File: src/rtl/control_enemigos_pkg.sv
// Shared constants for the enemy scheduler, sprite renderers and collision block.
// Screen geometry, lane positions, RGB332 layout and the spawn FSM state type.
package control_enemigos_pkg;

  localparam int unsigned V_VISIBLE        = 480;
  localparam int unsigned H_VISIBLE        = 640;
  localparam int unsigned SPRITE_H         = 60;
  localparam int unsigned SPRITE_W         = 60;
  localparam int unsigned NSLOT            = 3;
  localparam int unsigned NLANE            = 3;
  localparam int unsigned SPAWN_FRAMES_DEF = 90;
  localparam int unsigned STEP_BASE_DEF    = 2;

  localparam logic [9:0] LANE_X0 = 10'd200;
  localparam logic [9:0] LANE_X1 = 10'd290;
  localparam logic [9:0] LANE_X2 = 10'd380;

  localparam int unsigned R_W   = 3;
  localparam int unsigned G_W   = 3;
  localparam int unsigned B_W   = 2;
  localparam int unsigned RGB_W = R_W + G_W + B_W;

  typedef enum logic [1:0] {
    ST_IDLE,
    ST_ARMED,
    ST_SPAWN
  } spawn_st_e;

  function automatic logic [9:0] lane_x(input logic [1:0] lane);
    case (lane)
      2'd0:    return LANE_X0;
      2'd1:    return LANE_X1;
      default: return LANE_X2;
    endcase
  endfunction

  function automatic logic [1:0] lane_wrap(input logic [1:0] a, input logic [1:0] b);
    logic [2:0] s;
    s = {1'b0, a} + {1'b0, b};
    return 2'((s >= 3'd3) ? s - 3'd3 : s);
  endfunction

endpackage

File: src/rtl/control_enemigos_lfsr_carril.sv
// 3-bit maximal-length LFSR (x^3+x^2+1) used to pick the spawn lane.
module lfsr_carril (
  input  logic       clock,
  input  logic       reset,
  input  logic       step,
  output logic [2:0] value
);

  logic [2:0] r_lfsr;

  always_ff @(posedge clock) begin
    if (!reset) begin
      r_lfsr <= 3'b001;
    end else if (step) begin
      r_lfsr <= {r_lfsr[1:0], r_lfsr[2] ^ r_lfsr[1]};
    end
  end

  assign value = r_lfsr;

endmodule

File: src/rtl/control_enemigos.sv
// Enemy slot scheduler: spawns, scrolls and retires three enemies once per frame,
// and arbitrates the renderers' pixel outputs into one registered RGB stream.
module control_enemigos
  import control_enemigos_pkg::*;
#(
  parameter int unsigned SPAWN_FRAMES = SPAWN_FRAMES_DEF,
  parameter int unsigned STEP_BASE    = STEP_BASE_DEF
) (
  input  logic        clock,
  input  logic        reset,
  input  logic        enable,
  input  logic [9:0]  hcount,
  input  logic [9:0]  vcount,
  input  logic [1:0]  velocidad,
  input  logic [2:0]  colision,
  input  logic [2:0]  data_in,
  input  logic [23:0] rgb_in,
  output logic [2:0]  en,
  output logic [29:0] posx_bus,
  output logic [29:0] posy_bus,
  output logic [2:0]  red,
  output logic [2:0]  green,
  output logic [1:0]  blue,
  output logic        data,
  output logic        pasado
);

  logic             w_tick;
  logic [2:0]       w_lfsr;
  spawn_st_e        r_state, w_state_nxt;
  logic [6:0]       r_cnt, w_cnt_nxt;
  logic             w_attempt, w_do_spawn;
  logic [2:0]       w_free, w_spawn_oh, w_blocked, w_retire, w_pix_hit;
  logic [1:0]       w_base, w_lane;
  logic             w_lane_ok;
  logic [9:0]       w_spawn_x;
  logic [9:0]       w_posx [NSLOT];
  logic [9:0]       w_posy [NSLOT];
  logic [RGB_W-1:0] w_pix_rgb, r_rgb;
  logic             r_data, r_pasado;

  assign w_tick = (vcount == 10'(V_VISIBLE)) && (hcount == '0);

  lfsr_carril u_lfsr (
    .clock (clock),
    .reset (reset),
    .step  (1'b1),
    .value (w_lfsr)
  );

  // Lane search uses the pre-tick picture, same as the free mask.
  always_comb begin
    logic [1:0] v_cand;
    v_cand    = '0;
    w_blocked = '0;
    for (int unsigned s = 0; s < NSLOT; s++)
      for (int unsigned l = 0; l < NLANE; l++)
        if (en[s] && (w_posx[s] == lane_x(2'(l))) && (w_posy[s] < 10'(SPRITE_H)))
          w_blocked[l] = 1'b1;
    w_base    = 2'(w_lfsr % 3'd3);
    w_lane    = '0;
    w_lane_ok = 1'b0;
    for (int unsigned k = 0; k < NLANE; k++) begin
      v_cand = lane_wrap(w_base, 2'(k));
      if (!w_lane_ok && !w_blocked[v_cand]) begin
        w_lane    = v_cand;
        w_lane_ok = 1'b1;
      end
    end
  end

  assign w_free    = ~en;
  assign w_spawn_x = lane_x(w_lane);

  always_comb begin
    w_state_nxt = r_state;
    w_cnt_nxt   = r_cnt;
    w_attempt   = 1'b0;
    if (w_tick && enable) begin
      w_attempt = (r_state == ST_ARMED) || (({1'b0, r_cnt} + 8'd1) >= 8'(SPAWN_FRAMES));
      if (!w_attempt) w_cnt_nxt = r_cnt + 7'd1;
    end
    w_do_spawn = w_attempt && (|w_free) && w_lane_ok;
    w_spawn_oh = w_do_spawn ? (w_free & (~w_free + 3'd1)) : '0;
    if (w_do_spawn)     w_cnt_nxt = '0;
    else if (w_attempt) w_cnt_nxt = 7'(SPAWN_FRAMES);
    case (r_state)
      ST_IDLE: begin
        if (w_do_spawn)     w_state_nxt = ST_SPAWN;
        else if (w_attempt) w_state_nxt = ST_ARMED;
      end
      ST_ARMED: begin
        if (w_do_spawn) w_state_nxt = ST_SPAWN;
      end
      ST_SPAWN: begin
        if (w_do_spawn)     w_state_nxt = ST_SPAWN;
        else if (w_attempt) w_state_nxt = ST_ARMED;
        else                w_state_nxt = ST_IDLE;
      end
      default: w_state_nxt = ST_IDLE;
    endcase
  end

  for (genvar gi = 0; gi < NSLOT; gi++) begin : g_slot
    logic        r_en, r_kill;
    logic [9:0]  r_posx, r_posy;
    logic [10:0] w_sum;
    logic        w_kill_now;

    assign w_sum        = {1'b0, r_posy} + 11'(STEP_BASE) + {9'd0, velocidad};
    assign w_kill_now   = r_kill | colision[gi];
    assign w_retire[gi] = w_tick && enable && r_en && !w_kill_now && (w_sum >= 11'(V_VISIBLE));

    always_ff @(posedge clock) begin
      if (!reset) begin
        r_en   <= 1'b0;
        r_kill <= 1'b0;
        r_posx <= '0;
        r_posy <= '0;
      end else begin
        if (w_tick)            r_kill <= 1'b0;
        else if (colision[gi]) r_kill <= 1'b1;
        if (w_tick) begin
          if (w_spawn_oh[gi]) begin
            r_en   <= 1'b1;
            r_posx <= w_spawn_x;
            r_posy <= '0;
          end else if (r_en) begin
            if (w_kill_now)                        r_en   <= 1'b0;
            else if (enable && w_sum >= 11'(V_VISIBLE)) r_en   <= 1'b0;
            else if (enable)                       r_posy <= w_sum[9:0];
          end
        end
      end
    end

    assign en[gi]              = r_en;
    assign w_posx[gi]          = r_posx;
    assign w_posy[gi]          = r_posy;
    assign posx_bus[gi*10 +: 10] = r_posx;
    assign posy_bus[gi*10 +: 10] = r_posy;
  end

  // Descending scan so the lowest live slot overrides.
  always_comb begin
    w_pix_hit = data_in & en;
    w_pix_rgb = '0;
    for (int unsigned s = NSLOT; s > 0; s--)
      if (w_pix_hit[s-1]) w_pix_rgb = rgb_in[(s-1)*RGB_W +: RGB_W];
  end

  always_ff @(posedge clock) begin
    if (!reset) begin
      r_state  <= ST_IDLE;
      r_cnt    <= '0;
      r_pasado <= 1'b0;
      r_data   <= 1'b0;
      r_rgb    <= '0;
    end else begin
      r_state  <= w_state_nxt;
      r_cnt    <= w_cnt_nxt;
      r_pasado <= |w_retire;
      r_data   <= |w_pix_hit;
      if (|w_pix_hit) r_rgb <= w_pix_rgb;
    end
  end

  assign red    = r_rgb[RGB_W-1 -: R_W];
  assign green  = r_rgb[B_W +: G_W];
  assign blue   = r_rgb[B_W-1:0];
  assign data   = r_data;
  assign pasado = r_pasado;

endmodule

File: config.mk
export PLATFORM = sky130hd
export DESIGN_NAME = control_enemigos
export DESIGN_NICKNAME = d
export VERILOG_FILES = /design/src/rtl/control_enemigos_pkg.sv /design/src/rtl/control_enemigos_lfsr_carril.sv /design/src/rtl/control_enemigos.sv
export SDC_FILE = /design/constraint.sdc
export NUM_CORES = 1
export LEC_CHECK = 0
export BUFFER_PORTS_ARGS = -buffer_cell sky130_fd_sc_hd__buf_2
export CAP_MARGIN = 20
export CORE_ASPECT_RATIO = 0.8
export CORE_UTILIZATION = 53
export DETAILED_ROUTE_END_ITERATION = 10
export PLACE_DENSITY = 0.82
export REMOVE_ABC_BUFFERS = 1
export SLEW_MARGIN = 30
export SYNTH_ARGS = -nofsm -noshare
export SYNTH_HDL_FRONTEND = slang
export SYNTH_SLANG_ARGS = --single-unit
File: constraint.sdc
create_clock -name clock -period 3.6 [get_ports clock]
set_input_delay 0.72 -clock clock [delete_from_list [all_inputs] [get_ports clock]]
set_output_delay 0.72 -clock clock [all_outputs]
set_load 0.05 [all_outputs]
Word-level counts from Yosys, hierarchy flattened
Index checks and enable logic that the tools add are counted.
Widths: inputs -> output; s select.
Storage, ports and cells
  bits in registers: 88
  input port bits: 55
Operators by class
  bitwise gates (word level): 10
  div/mod/pow operators: 1
  reduce and logical (&&, ||, !) cells: 68
  multiplexer cells: 66
  magnitude comparators: 13
  equal/unequal tests: 22
  add/subtract/negate cells: 14
Operator list (number)
  $mux 10: 15
  $eq 10x9->1 const B: 7
  $logic_and 1x1->1: 36
  $add 10x2->11 const B: 3
  $add 11x2->11: 3
  $ge 11x9->1 const B: 3
  $eq 10x8->1 const B: 3
  $lt 10x6->1 const B: 3
  $mux 1: 29
  $mux 8: 3
  $mux 7: 3
  $mux 2: 10
  $pmux 9 s2: 1
  $ne 2x2->1 const B: 8
  $reduce_and 5->1: 3
  $reduce_bool 2->1: 7
  $reduce_and 2->1: 6
  $reduce_or 3->1: 4
  $logic_not 10->1: 1
  $lt 2x3->1 const B: 3
  $add 7x1->8 const B: 1
  $ge 8x7->1 const B: 1
  $add 7x1->7 const B: 1
  $and 3x3->3: 2
  other kinds (21): 38

Depth between registers and ports, before layout
  depth in word-level cells: 18
  mapped depth: 13

Hierarchy
A second synthesis with hierarchy kept.
Unflattened totals
  cell total of the unflattened synthesis: 544
  area total of the unflattened synthesis: 4628.2 sq um
By module, submodules not included
  control_enemigos: area each 4513.1 sq um, seq. area each 1401.3 sq um, times used 1, cells an instance 534
  lfsr_carril: area each 115.1 sq um, seq. area each 60.1 sq um, times used 1, cells an instance 10

Least setup slack after synthesis
No wires, ideal clock.
  kind: input to register
  start point: input port velocidad[1]
  end point: register g_slot[1].r_posy[4]
  setup slack: 0.291 ns
  stages on the path: 11
  library setup time: 0.120 ns
  data arrival time: 3.189 ns
  cells stage by stage: inv_1 > ha_1 > inv_1 > ha_1 > inv_1 > fa_1 > or3_1 > o31a_1 > a2111oi_4 > nor3_4 > a211o_1
Between the ends
  cells in the longest elaborated chain, start to end: 6
  elaborated cells on any way between the ends: 10
Ends and longest elaborated chain
  from (decl): line control_enemigos.sv:14  | input logic [1:0] velocidad,
  $add 11x2->11 (*): line control_enemigos.sv:110  | assign w_sum = {1'b0, r_posy} + 11'(STEP_BASE) + {9'd0, velocidad};
  branches (longest 5 deep; another with $ge 11x9->1)
  to (signal assigned): line control_enemigos.sv:131  | else if (enable) r_posy <= w_sum[9:0];
  to (decl): line control_enemigos.sv:106  | logic [9:0] r_posx, r_posy;
Mark *: on every way between the ends. The select of a mux whose other input is x is not followed.
A chain may end at the register's enable or synchronous reset.

Worst setup path after layout
  start point: register u_lfsr.r_lfsr[2], in the netlist u_lfsr.value[2]
  end point: register r_cnt[1]
Between the ends
  cells in the longest elaborated chain, start to end: 14
  elaborated cells on any way between the ends: 28
Ends and longest elaborated chain
  from (decl): line control_enemigos_lfsr_carril.sv:9  | logic [2:0] r_lfsr;
  from (signal assigned): line control_enemigos_lfsr_carril.sv:15  | r_lfsr <= {r_lfsr[1:0], r_lfsr[2] ^ r_lfsr[1]};
  $mod 3x2->3 (*): line control_enemigos.sv:60  | w_base = 2'(w_lfsr % 3'd3);
  $add 2x1->3: line control_enemigos_pkg.sv:39  | s = {1'b0, a} + {1'b0, b};
  $ge 3x2->1 or $sub 2x2->2 (tied branches): line control_enemigos_pkg.sv:40  | return 2'((s >= 3'd3) ? s - 3'd3 : s);
  $mux 2: line control_enemigos_pkg.sv:40
  $bmux 1 s2: line control_enemigos.sv:65  | if (!w_lane_ok && !w_blocked[v_cand]) begin
  $mux 1 (not written as such): line control_enemigos.sv:65
  $logic_not 1->1: line control_enemigos.sv:65
  $logic_and 1x1->1: line control_enemigos.sv:65
  $mux 1: line control_enemigos.sv:65
  $logic_not 1->1: line control_enemigos.sv:65
  $logic_and 1x1->1: line control_enemigos.sv:65
  $mux 1 (*): line control_enemigos.sv:65
  $logic_and 1x1->1 (*): line control_enemigos.sv:83  | w_do_spawn = w_attempt && (|w_free) && w_lane_ok;
  $reduce_or 2->1 (no line) (*)
  to (signal assigned): line control_enemigos.sv:161  | r_cnt <= w_cnt_nxt;
  to (decl): line control_enemigos.sv:31  | logic [6:0] r_cnt, w_cnt_nxt;
Mark *: on every way between the ends. The rest lies on a longest branch, timed or not. The select of a mux whose other input is x is not followed.

==> run summary <==
#FFs+latches synth: 73
Hold violation count in the final report: 0
Final Skew: 0.01442 ns
Reg area: 1461 sq um
Mapped Cells: 546
Simple-Gate Fraction of Synth Area: 0.2685
Post-DP Area: 5239 sq um
Pwr dens: 309.1 nW/um^2
Gr usage total: 0.2711
Post-DRT Antenna Nets: 0
# H-tree levels: 3
Height of the die: 85.23 um
Via count: 4531
Multiplexer share of the synthesized area: 0.01145
Final setup violation count: 0
Reg2reg start: u_lfsr.value[2]
Cts repair resizes: 0
Worst endpoint required time: 3.87 ns
Maxcap violations: 0
Post-route cell area: 5451 sq um
Clock Sinks: 73
Num CTS Buffers: 9
First-pass GRT wire length: 19.71 mm
R2r endpoint: r_cnt[1]
Layout net count: 738
Vias in the first global route: 4195
Worst-Skew Late Latency: 0.35 ns
Static Leak: 0.002338 uW
Mean post-synth cell area: 8.405 sq um
Slew Viols, Final: 0
Placer Congestion: 0.9335
CP Data Arrival Time: 3.62 ns
CP bufs+invs: 1
Synth Area in Compound Gates: 0.2345
Hold Crit Class: reg2reg
1st-iter DRT viols: 261
Post-DP HPWL: 9.156 mm
# diodes: 0
Clk slew on worst S/H paths: 0.09 ns
Crit-path max FO: 11
Sw frac: 0.2641
Setup_tns: 0 ns
Share of layout cells above drive strength 1: 0.2748
Critical Path Source Type: flop
CTS tree: built
GRT overflow: 0
VDD IR-drop max: 0.1820 mV
Placement row count: 29
# port buffers: 121
Most Frequent Cell on Critical Path: ha_1
Post-synthesis sequential area ratio: 0.3184
Postcts setup bufs: 0
Commonest cells after routing, fill and taps aside: buf_2 (121), dfxtp_1 (73), nor2_1 (51)
Routed Wire Length: 11.91 mm
Hold Path Depth: 2
Synth Cell Area: 4589 sq um
CP Capture Type: flop
Ys flop type: dfxtp_1
Clock power share: 0.407
Worst-Margin Slew: 0.8386 ns
Fmax: 299.1 MHz
Max-slew headroom: 0.4403
Hold WS: 0.4549 ns
Hold path start: r_rgb[2]
CTS root buf: clkbuf_8
WL/cell: 15.39 um
Reg2Reg Setup Slack: 0.26 ns
Post-synth EDFFs: 0
RSZ-0062 raised after global routing: false
Core ar.: 8164 sq um
CTS max path bufs: 2
Combinational family with the most area after synthesis: simple AND/OR/NAND/NOR gates
Drt drc: 0
Area of the multi-input gates: 2804 sq um
Asr flop ratio synth: 0
Initial core utilization: 0.5621
Filler cells: 698
NetSw: 445.0 uW
CP top delay family: compound AO/OA/AOI/OAI gates
Commonest non-fill, non-tap cell in the layout: buf_2
CTS Hold Bufs: 0
DIE AREA: 9038 sq um
Seq pwr share: 0.483
Fin crit share: 0.9289
Synth warnings: 0
Initial antenna violation count: 0
Vias/cell: 5.854
Outcome: finished, final reports clean
Worst hold endpoint: r_rgb[2]
Synth Area in XOR/XNOR: 0.02672
Netlist cell types: 80
Synth Area in Adders: 0.06489
Crit path max-delay cell type: a221oi_2
Area Growth Syn to Fin: 18.78%
Largest net degree at the start of global routing: 28
Combinational share of power: 0.110
Worst path cell trace: inv_1 > ha_1 > ha_1 > nor2_1 > mux2_2 > ha_1 > a221oi_2 > a21o_1 > o31ai_1 > a311oi_1
Detailed Routing Iterations Pass 1: 5
Max incr delay on CP: 0.51 ns
Internal power: 1240 uW
R2r worst-path depth: 10
Critical path type: reg2reg
I/O pin cnt: 128
Final min period: 3.344 ns
Die W: 106.0 um
[worst reg2reg max path, cell delays in order (launching register included)]
cell	delay, ns
dfxtp_1	0.35
inv_1	0.05
ha_1	0.19
ha_1	0.18
nor2_1	0.19
mux2_2	0.38
ha_1	0.42
a221oi_2	0.51
a21o_1	0.44
o31ai_1	0.27
a311oi_1	0.29
[layout make-up]
class | count | share of cell area
clock buffers | 11 | 0.02777
clock inverters | 5 | 0.01125
flip-flops and latches | 73 | 0.2681
well taps | 108 | 0.02479
repair buffers | 133 | 0.1276
inverters | 38 | 0.02616
multi-input cells | 406 | 0.5143
[kinds of logic (layout without fill, tap and decap cells)]
group / count (synthesis) / in the layout
AOI/OAI and AO/OA: 141 / 141
xor gates and xnor gates: 14 / 14
adders and majority gates: 22 / 22
buffers and inverters: 72 / 187
DFF: 73 / 73
muxes: 5 / 5
other: 1 / 6
and+or+nand+nor: 218 / 218
[power by group through the flow]
| stage | Combinational (uW) | Clock, uW | Sequential [uW] |
|---|---|---|---|
| 3_5_place_dp | 182 | 0 | 834 |
| 2_1_floorplan | 112 | 0 | 833 |
| 5_1_grt | 201 | 736 | 815 |
| 4_1_cts | 183 | 694 | 815 |
| 6_report | 185 | 685 | 815 |
| 3_3_place_gp | 176 | 0 | 833 |
[registers in the layout (all words and copies together) (netlist names)]
signal / cells
r_cnt: 7
g_slot.r_en: 3
g_slot.r_posy: 30
r_rgb: 8
g_slot.r_posx: 15
g_slot.r_kill: 3
data: 1
u_lfsr.value: 3
pasado: 1
r_state: 2
[synthesized netlist by cell type (all sizes together), types with 4 or more instances]
cell / count / area (sq um)
a22oi: 9 / 67.56
clkbuf: 12 / 45.04
nand2: 41 / 156.4
nand3b: 10 / 75.07
o31ai: 4 / 43.79
xor2: 6 / 52.55
nor4: 7 / 58.81
a31oi: 5 / 31.28
a21oi: 32 / 163.9
dfxtp: 73 / 1461
a2111oi: 4 / 91.34
buf: 22 / 155.1
nand4: 14 / 87.58
or3: 5 / 31.28
inv: 38 / 142.6
nand2b: 4 / 25.02
nor2b: 6 / 37.54
a21o: 5 / 37.54
and3: 7 / 43.79
a211oi: 5 / 37.54
ha: 19 / 237.7
o21a: 4 / 30.03
nor3: 19 / 116.4
nor4b: 8 / 82.58
a211o: 4 / 43.80
nand3: 14 / 70.07
o21ai: 36 / 202.7
and2: 9 / 56.31
nor4bb: 4 / 40.04
nor2: 51 / 191.4
xnor2: 8 / 70.07
o311ai: 5 / 43.79
or2: 4 / 27.53
nor3b: 4 / 35.03
[stage by stage]
| step | power, uW | utilization | cells | setup WS [ns] |
|---|---|---|---|---|
| 6_report | 1685 | 0.6677 | 774 | 0.2561 |
| 3_5_place_dp | 1016 | 0.6417 | 758 | 0.02711 |
| 2_1_floorplan | 944.5 | - | 517 | 0.2684 |
| 4_1_cts | 1692 | 0.6677 | 774 | 0.2463 |
| 3_3_place_gp | 1009 | 0.6417 | 758 | 0.1182 |
| 5_1_grt | 1753 | 0.6677 | 774 | 0.03173 |
[per-layer routing]
metal	global-route usage	part of all wire
met5	0	0
met4	0.08586	0.016
met3	0.07373	0.082
met2	0.4534	0.47
met1	0.3408	0.43
[worst max path at each step]
stage,cells past startpoint,slack (ns),startpoint,end
2_1_floorplan,13,0.27,velocidad[1],g_slot[1].r_posy[8]
4_1_cts,10,0.25,u_lfsr.value[2],r_cnt[1]
3_3_place_gp,14,0.12,velocidad[1],g_slot[1].r_posy[5]
6_report,10,0.26,u_lfsr.value[2],r_cnt[1]
3_5_place_dp,15,0.03,velocidad[1],g_slot[1].r_posy[8]
5_1_grt,15,0.03,velocidad[1],g_slot[1].r_posy[5]
(Power assumes the default switching activity.)
